**config.mk**
```make
export PLATFORM = sky130hd
export DESIGN_NAME = multi_timeout_flat
export DESIGN_NICKNAME = d
export VERILOG_FILES = /design/src/rtl/multi_timeout_if.sv /design/src/rtl/multi_timeout.sv /design/src/flat_wrapper.sv
export SDC_FILE = /design/constraint.sdc
export NUM_CORES = 1
export LEC_CHECK = 0
export CORE_UTILIZATION = 56
export DETAILED_ROUTE_END_ITERATION = 6
export PLACE_DENSITY = 0.86
export SLEW_MARGIN = 5
export SYNTH_ARGS = -nofsm -noshare
export SYNTH_HDL_FRONTEND = slang
export SYNTH_SLANG_ARGS = --single-unit
```
**constraint.sdc**
```tcl
create_clock -name clk -period 5.95 [get_ports clk]
set_clock_uncertainty 0.05 [all_clocks]
set_input_delay 0.595 -clock clk [delete_from_list [all_inputs] [get_ports clk]]
set_output_delay 0.595 -clock clk [all_outputs]
set_load 0.02 [all_outputs]
```
**src/rtl/multi_timeout_if.sv**
```systemverilog
// Control/status bundle for multi_timeout: per-channel start/cancel/mode/limit in, busy/done/expired/count out.
// The prescale signal and PRE_LEN exist only when MULTI_TIMEOUT_PRESCALE_EN is defined.
interface multi_timeout_if #(
  parameter int N_CH    = 4,
  parameter int CNT_LEN = 8
`ifdef MULTI_TIMEOUT_PRESCALE_EN
  ,
  parameter int PRE_LEN = 4
`endif
);
  logic [N_CH-1:0]         start;
  logic [N_CH-1:0]         cancel;
  logic [N_CH-1:0]         periodic;
  logic [N_CH*CNT_LEN-1:0] timeout;
`ifdef MULTI_TIMEOUT_PRESCALE_EN
  logic [PRE_LEN-1:0]      prescale;
`endif
  logic [N_CH-1:0]         busy;
  logic [N_CH-1:0]         done;
  logic [N_CH-1:0]         expired;
  logic [N_CH*CNT_LEN-1:0] count;

`ifdef MULTI_TIMEOUT_PRESCALE_EN
  modport master (output start, cancel, periodic, timeout, prescale,
                  input  busy, done, expired, count);
  modport slave  (input  start, cancel, periodic, timeout, prescale,
                  output busy, done, expired, count);
`else
  modport master (output start, cancel, periodic, timeout,
                  input  busy, done, expired, count);
  modport slave  (input  start, cancel, periodic, timeout,
                  output busy, done, expired, count);
`endif
endinterface

```
**src/rtl/multi_timeout.sv**
```systemverilog
// N independent countdown channels with one-shot/periodic modes, retrigger and cancel.
// Optional per-channel tick prescaler enabled by defining MULTI_TIMEOUT_PRESCALE_EN.
module multi_timeout #(
  parameter int N_CH    = 4,
  parameter int CNT_LEN = 8
`ifdef MULTI_TIMEOUT_PRESCALE_EN
  ,
  parameter int PRE_LEN = 4
`endif
) (
  input logic           clk,
  input logic           rst,
  multi_timeout_if.slave bus
);

  typedef enum logic {IDLE = 1'b0, RUN = 1'b1} state_t;

  assign bus.done = ~bus.busy;

  for (genvar i = 0; i < N_CH; i++) begin : g_ch
    state_t             state, state_next;
    logic [CNT_LEN-1:0] cnt, cnt_next;
    logic [CNT_LEN-1:0] limit, limit_next;
    logic               mode, mode_next;
    logic               exp_q, exp_next;
    logic               load;
    logic               tick;
    logic [CNT_LEN-1:0] tmo;

    assign tmo = bus.timeout[i*CNT_LEN +: CNT_LEN];

`ifdef MULTI_TIMEOUT_PRESCALE_EN
    logic [PRE_LEN-1:0] pre_cnt, pre_cnt_next;
    logic [PRE_LEN-1:0] pre_lim, pre_lim_next;

    assign tick = (pre_cnt == pre_lim);
`else
    assign tick = 1'b1;
`endif

    always_ff @(posedge clk or posedge rst) begin
      if (rst) begin
        state   <= IDLE;
        cnt     <= '0;
        limit   <= '0;
        mode    <= 1'b0;
        exp_q   <= 1'b0;
`ifdef MULTI_TIMEOUT_PRESCALE_EN
        pre_cnt <= '0;
        pre_lim <= '0;
`endif
      end else begin
        state   <= state_next;
        cnt     <= cnt_next;
        limit   <= limit_next;
        mode    <= mode_next;
        exp_q   <= exp_next;
`ifdef MULTI_TIMEOUT_PRESCALE_EN
        pre_cnt <= pre_cnt_next;
        pre_lim <= pre_lim_next;
`endif
      end
    end

    // Cancel dominates everything; a start on an expiry edge keeps the pulse and restarts.
    always_comb begin
      state_next   = state;
      cnt_next     = cnt;
      limit_next   = limit;
      mode_next    = mode;
      exp_next     = 1'b0;
      load         = 1'b0;
`ifdef MULTI_TIMEOUT_PRESCALE_EN
      pre_cnt_next = pre_cnt;
      pre_lim_next = pre_lim;
`endif
      case (state)
        IDLE: begin
          if (bus.start[i] && !bus.cancel[i]) begin
            state_next = RUN;
            load       = 1'b1;
          end
        end
        RUN: begin
          if (bus.cancel[i]) begin
            state_next   = IDLE;
            cnt_next     = '0;
`ifdef MULTI_TIMEOUT_PRESCALE_EN
            pre_cnt_next = '0;
`endif
          end else begin
            if (tick) begin
              if (cnt >= limit) begin
                exp_next = 1'b1;
                if (mode) cnt_next = CNT_LEN'(1);
                else      state_next = IDLE;
              end else begin
                cnt_next = cnt + 1'b1;
              end
`ifdef MULTI_TIMEOUT_PRESCALE_EN
              pre_cnt_next = '0;
            end else begin
              pre_cnt_next = pre_cnt + 1'b1;
`endif
            end
            if (bus.start[i]) begin
              state_next = RUN;
              load       = 1'b1;
            end
          end
        end
        default: state_next = IDLE;
      endcase
      if (load) begin
        limit_next   = tmo;
        mode_next    = bus.periodic[i];
        cnt_next     = CNT_LEN'(1);
`ifdef MULTI_TIMEOUT_PRESCALE_EN
        pre_cnt_next = '0;
        pre_lim_next = bus.prescale;
`endif
      end
    end

    assign bus.busy[i]                      = (state == RUN);
    assign bus.expired[i]                   = exp_q;
    assign bus.count[i*CNT_LEN +: CNT_LEN]  = cnt;
  end

endmodule

```
**src/flat_wrapper.sv**
```systemverilog
// flat-port wrapper written by rule: the top's interface ports become plain ports
module multi_timeout_flat 
#(
  parameter int N_CH    = 4,
  parameter int CNT_LEN = 8

)
  (clk, rst, bus_start, bus_cancel, bus_periodic, bus_timeout, bus_busy, bus_done, bus_expired, bus_count);
  multi_timeout_if #(.N_CH(N_CH), .CNT_LEN(CNT_LEN)) bus_i ();
  input logic clk;
  input logic rst;
  input wire logic [$bits(bus_i.start)-1:0] bus_start;
  input wire logic [$bits(bus_i.cancel)-1:0] bus_cancel;
  input wire logic [$bits(bus_i.periodic)-1:0] bus_periodic;
  input wire logic [$bits(bus_i.timeout)-1:0] bus_timeout;
  output wire logic [$bits(bus_i.busy)-1:0] bus_busy;
  output wire logic [$bits(bus_i.done)-1:0] bus_done;
  output wire logic [$bits(bus_i.expired)-1:0] bus_expired;
  output wire logic [$bits(bus_i.count)-1:0] bus_count;
  assign bus_i.start = bus_start;
  assign bus_i.cancel = bus_cancel;
  assign bus_i.periodic = bus_periodic;
  assign bus_i.timeout = bus_timeout;
  assign bus_busy = bus_i.busy;
  assign bus_done = bus_i.done;
  assign bus_expired = bus_i.expired;
  assign bus_count = bus_i.count;
  multi_timeout #(.N_CH(N_CH), .CNT_LEN(CNT_LEN)) u_core (.clk(clk), .rst(rst), .bus(bus_i));
endmodule
```
== Word-level counts from Yosys, hierarchy flattened ==
Cells that the tools add are included.

* Flip-flop bits (word level): 76
* Bits of input ports: 46
* Output and inout bits: 44
* Word-level logic and storage cells: 121

* Add/sub/neg operators: 4
* $lt $le $gt $ge: 4
* Eq/ne operators: 4
* Mux-type cells: 68
* Bitwise logic cells: 5
* Reductions and logical operators: 16

{| class="wikitable"
|+ Operator list
! cell !! count
|-
| $mux 8 || 20
|-
| $mux 1 || 40
|-
| $add 8x1->8 const B || 4
|-
| $ge 8x8->1 || 4
|-
| $ne 4x2->1 const B || 4
|-
| $pmux 1 s2 || 8
|-
| $reduce_and 2->1 || 4
|-
| $reduce_bool 2->1 || 4
|-
| $logic_and 1x1->1 || 4
|-
| $logic_not 1->1 || 4
|-
| $not 1->1 || 4
|-
| $not 4->4 || 1
|}

== Logic depth before layout (Yosys ltp) ==
* Depth after elaboration: 6
* Depth in mapped cells: 9

== Worst setup path after synthesis ==
No wires, ideal clock.

* Kind: flip-flop to flip-flop
* Start: register u_core.g_ch[1].cnt[0]
* End: register u_core.g_ch[1].cnt[5]
* Data arrival time: 2,206 ps
* Required time: 5,774 ps
* Slack: 3,568 ps
* Cell stages (with the launch flop): 9
* Cells stage by stage: dfrtp_1 > inv_1 > ha_1 > nand2b_4 > a2111o_1 > a21oi_4 > or3_1 > a21oi_2 > a221o_1

* Cells in the longest elaborated chain, start to end: 5
* Elaborated cells on any way between the ends: 8

{| class="wikitable"
|+ Ends and longest elaborated chain
! item !! line !! source
|-
| start: declaration || multi_timeout.sv:22 || <nowiki>logic [CNT_LEN-1:0] cnt, cnt_next;</nowiki>
|-
| start signal: assignment || multi_timeout.sv:54 || <nowiki>cnt <= cnt_next;</nowiki>
|-
| $add 8x1->8 / $ge 8x8->1 (equally long branches) || multi_timeout.sv:98, multi_timeout.sv:93 ||
|-
| $mux 8 || multi_timeout.sv:93 || <nowiki>if (cnt >= limit) begin</nowiki>
|-
| $mux 8 || multi_timeout.sv:85 || <nowiki>if (bus.cancel[i]) begin</nowiki>
|-
| $mux 8 || multi_timeout.sv:77 || <nowiki>case (state)</nowiki>
|-
| $mux 8 || multi_timeout.sv:114 || <nowiki>if (load) begin</nowiki>
|}

Parallel ways exist; a longest one is shown, timed or not. The select of a mux whose other input is x is not followed.
A chain may end at the register's enable or synchronous reset.

== Final worst setup path ==
* Start: register u_core.g_ch[2].cnt[6]
* End: register u_core.g_ch[2].cnt[7]

* Cells in the longest elaborated chain, start to end: 5
* Elaborated cells on any way between the ends: 8

{| class="wikitable"
|+ Ends and longest elaborated chain
! item !! line
|-
| start: declaration || multi_timeout.sv:22
|-
| start signal: assignment || multi_timeout.sv:54
|-
| $add 8x1->8 / $ge 8x8->1 (equally long branches) || multi_timeout.sv:98, multi_timeout.sv:93
|-
| $mux 8 || multi_timeout.sv:93
|-
| $mux 8 || multi_timeout.sv:85
|-
| $mux 8 || multi_timeout.sv:77
|-
| $mux 8 || multi_timeout.sv:114
|}

Parallel ways exist; a longest one is shown, timed or not. The select of a mux whose other input is x is not followed.

==> key figures <==
Timing
  • Worst-margin pin slew: 1.23 ns
  • RSZ-0062 raised after global routing: no
  • Peak Freq: between 300 and 400 MHz
  • Period minus WS final: 2.70 ns
  • Final Hold Viols: 0
  • Crit share post-route: 0.455
  • Setup violations, final: 0
  • Worst rel slew slack: 0.181
  • Setup TNS: 0 ns
  • Final WS setup: 3.25 ns
  • Slew Limit Fails: 0

Clock network
  • Number of buffers created by CTS: 9
  • Clock Sinks: between 70 and 80
  • Clk Latency, worst-skew pair: 0.34 ns
  • Setup bufs post-CTS: 0
  • Gates resized, CTS repair: 0
  • CTS H-Tree Depth: 3
  • Clock Tree Root: clkbuf_8
  • Clock buffer depth: 2
  • Hold buffer count at cts: 0
  • CTS tree: done
  • Register clock-pin slew on the reported worst setup and hold paths: 0.09 ns

Placed design
  • I/O Buffers: 89
  • Pre-CTS setup slack: 2.80 ns
  • Post-DP HPWL: 6900 um
  • Placer Congestion: between 0.8 and 0.9

GRT
  • Initial antenna violation count: 0
  • Vias in the first global route: between 3000 and 4000
  • Largest net degree at the start of global routing: between 70 and 80
  • Grt total ovfl: 0
  • Global-route wire length before repair: 16300 um
  • Gr usage total: 0.243

Worst setup path
  • Worst Setup Path Type: flip-flop to flip-flop
  • CP peak stage delay: ~0.66 ns
  • Worst Setup End Kind: flip-flop
  • Startpoint type of the worst setup path: flip-flop
  • Slowest cell on crit path: nor2b_1
  • CP cell instances: ha_1, and2_1, a221o_1, nor2b_1, nand3b_1, o31ai_1
  • WP data required: 6.15 ns
  • Worst endpoint data arrival time: 2.90 ns
  • Max FO, Critical Path: 12

Finish
  • Commonest cells after routing, fill and taps aside: clkdlybuf4s50_1 (89), dfrtp_1 (76), nand2_1 (45)
  • Area grow syn2layout: 25.8%
  • Most common cell after layout, fill and taps aside: clkdlybuf4s50_1
  • Final nets: 619
  • N_diodes: 0
  • Fill count: ~580
  • Share of layout cells above drive strength 1: 0.118

Route
  • DRC Markers: 0
  • Vias per std cell: roughly 5.7
  • Post-route ant nets: 0
  • Vias: 3676
  • Pre-antenna DRT Iters: 4
  • Iteration-0 DRC Markers: 88
  • DR WL/cell: 14.8 um
  • DRT Wirelength: roughly 9500 um

Floorplan
  • Rows: 32
  • Core Box Area: 7690 um^2
  • Initial Util: 0.577
  • DIE AREA: ~8300 um^2
  • Io pins: 90
  • Die width: 91.0 um
  • Die Height: 91.0 um

Synthesis
  • Synth top area share: 0.428
  • Area leader, netlist: dfrtp_1
  • Synth unique cells: 59
  • EDFF count, synth: 0
  • Synth top area cells: dfrtp_1 (43%), ha_1 (10%), mux2_2 (6.8%), nand2_1 (3.8%), inv_1 (3.7%)
  • Synth warnings: 0
  • Mapped Area: 4440 um^2
  • Yosys reg bits: 76
  • Gate Count Post-Synth: 453
  • Syn_nets: about 540
  • Synth Flop Type: dfrtp_1
  • Seq/Total Area, Yosys: 0.428
  • Mean Syn Cell Area: a little under 10 um^2
  • Asr flop ratio synth: 1.00

Min path
  • Hold Path Class: flip-flop to flip-flop

Power and ir drop
  • Worst VDD drop: 162 uV
  • Overall power: ~1.3 mW
  • Power per cell area: 236 nW/um^2
  • Lkg Pwr: about 2.6 nW

Flow run
  • # Max-Cap Violations: 0

Status
  • Status: completed
[kinds of logic after synthesis]
kind of cell               count (synthesis)  share of synthesized area
AOI/OAI and AO/OA                        103                      0.165
adders and majority gates                 36                      0.101
buffers and inverters                     61                     0.0612
DFF                                       76                      0.428
muxes                                     31                     0.0775
and+or+nand+nor                          146                      0.167
[report_power, final]
group / switching [mW] / internal (mW) / total, mW
Combinational: 0.145 / 0.141 / 0.287
Sequential: 0.0396 / 0.564 / 0.603
Clock: 0.188 / 0.239 / 0.428
[registers in the layout (all words and copies together) (netlist names)]
name / count
u_core.g_ch.limit: 32
u_core.g_ch.exp_q: 4
u_core.g_ch.state: 4
u_core.g_ch.cnt: 32
u_core.g_ch.mode: 4
[cell type report]
type,count,area (um^2),share of cell area
inverters,44,165,0.0296
multi-input cells,316,2270,0.406
repair buffers,90,898,0.161
clock buffers,13,179,0.0320
clock inverters,3,42.5,0.00762
well taps,102,128,0.0229
flip-flops and latches,76,1900,0.341
[worst max-delay path, delay by kind of cell, from the launching register on]
kind,cells,cell delay (ns)
AO/OA/AOI/OAI,2,0.65
adder cells (fa/ha/maj),1,0.32
flip-flops,1,0.46
AND/OR/NAND/NOR,3,1.13
[Yosys cell counts (3+ instances only)]
cell type   n
dfrtp_1    76
nand2_1    45
inv_1      44
ha_1       36
o21ai_0    32
mux2_2     27
nor2_1     23
nand3_1    13
a21oi_1    12
and3_1     12
buf_4       9
nand2b_1    9
nor3_1      9
or2_2       8
a32oi_1     7
o31ai_1     6
clkbuf_1    5
nor4_1      5
a22oi_1     4
and2_1      4
mux2i_1     4
nor2b_1     4
a211o_1     3
a221o_1     3
a22o_1      3
a31oi_1     3
nand3b_1    3
nand4_1     3
o211ai_1    3
o21a_1      3
[layer usage]
layer | track usage | vias up | wire [um]
met2 | 0.417 | 112 | 4690
met4 | 0.0979 | 0 | 112
met5 | 0 | - | 0
met1 | 0.300 | 1763 | 4250
li1 | - | 1789 | -
met3 | 0.0469 | 12 | 459
[stage by stage]
stage / hold slack (ns) / util / std cells / area [um^2]
final: 0.461 / 0.726 / 644 / 5580
after floorplan: 0.429 / - / 453 / 4440
after detailed placement: 0.445 / 0.697 / 628 / 5360
after global placement: 0.440 / 0.697 / 628 / 5360
after global routing: 0.482 / 0.726 / 644 / 5580
after CTS: 0.464 / 0.726 / 644 / 5580
[worst paths after layout]
kind / depth (start not counted) / slack [ns] / start / to
max in group asynchronous: 3 / 4.36 / rst / u_core.g_ch[1].cnt[0]
max reg2reg: 6 / 3.25 / u_core.g_ch[2].cnt[6] / u_core.g_ch[2].cnt[7]
min: 1 / 0.46 / u_core.g_ch[0].limit[6] / u_core.g_ch[0].limit[6]
min in group asynchronous: 3 / 0.82 / rst / u_core.g_ch[2].cnt[6]
min reg2reg: 1 / 0.46 / u_core.g_ch[0].limit[6] / u_core.g_ch[0].limit[6]
max: 6 / 3.25 / u_core.g_ch[2].cnt[6] / u_core.g_ch[2].cnt[7]
(Power assumes the default switching activity.)
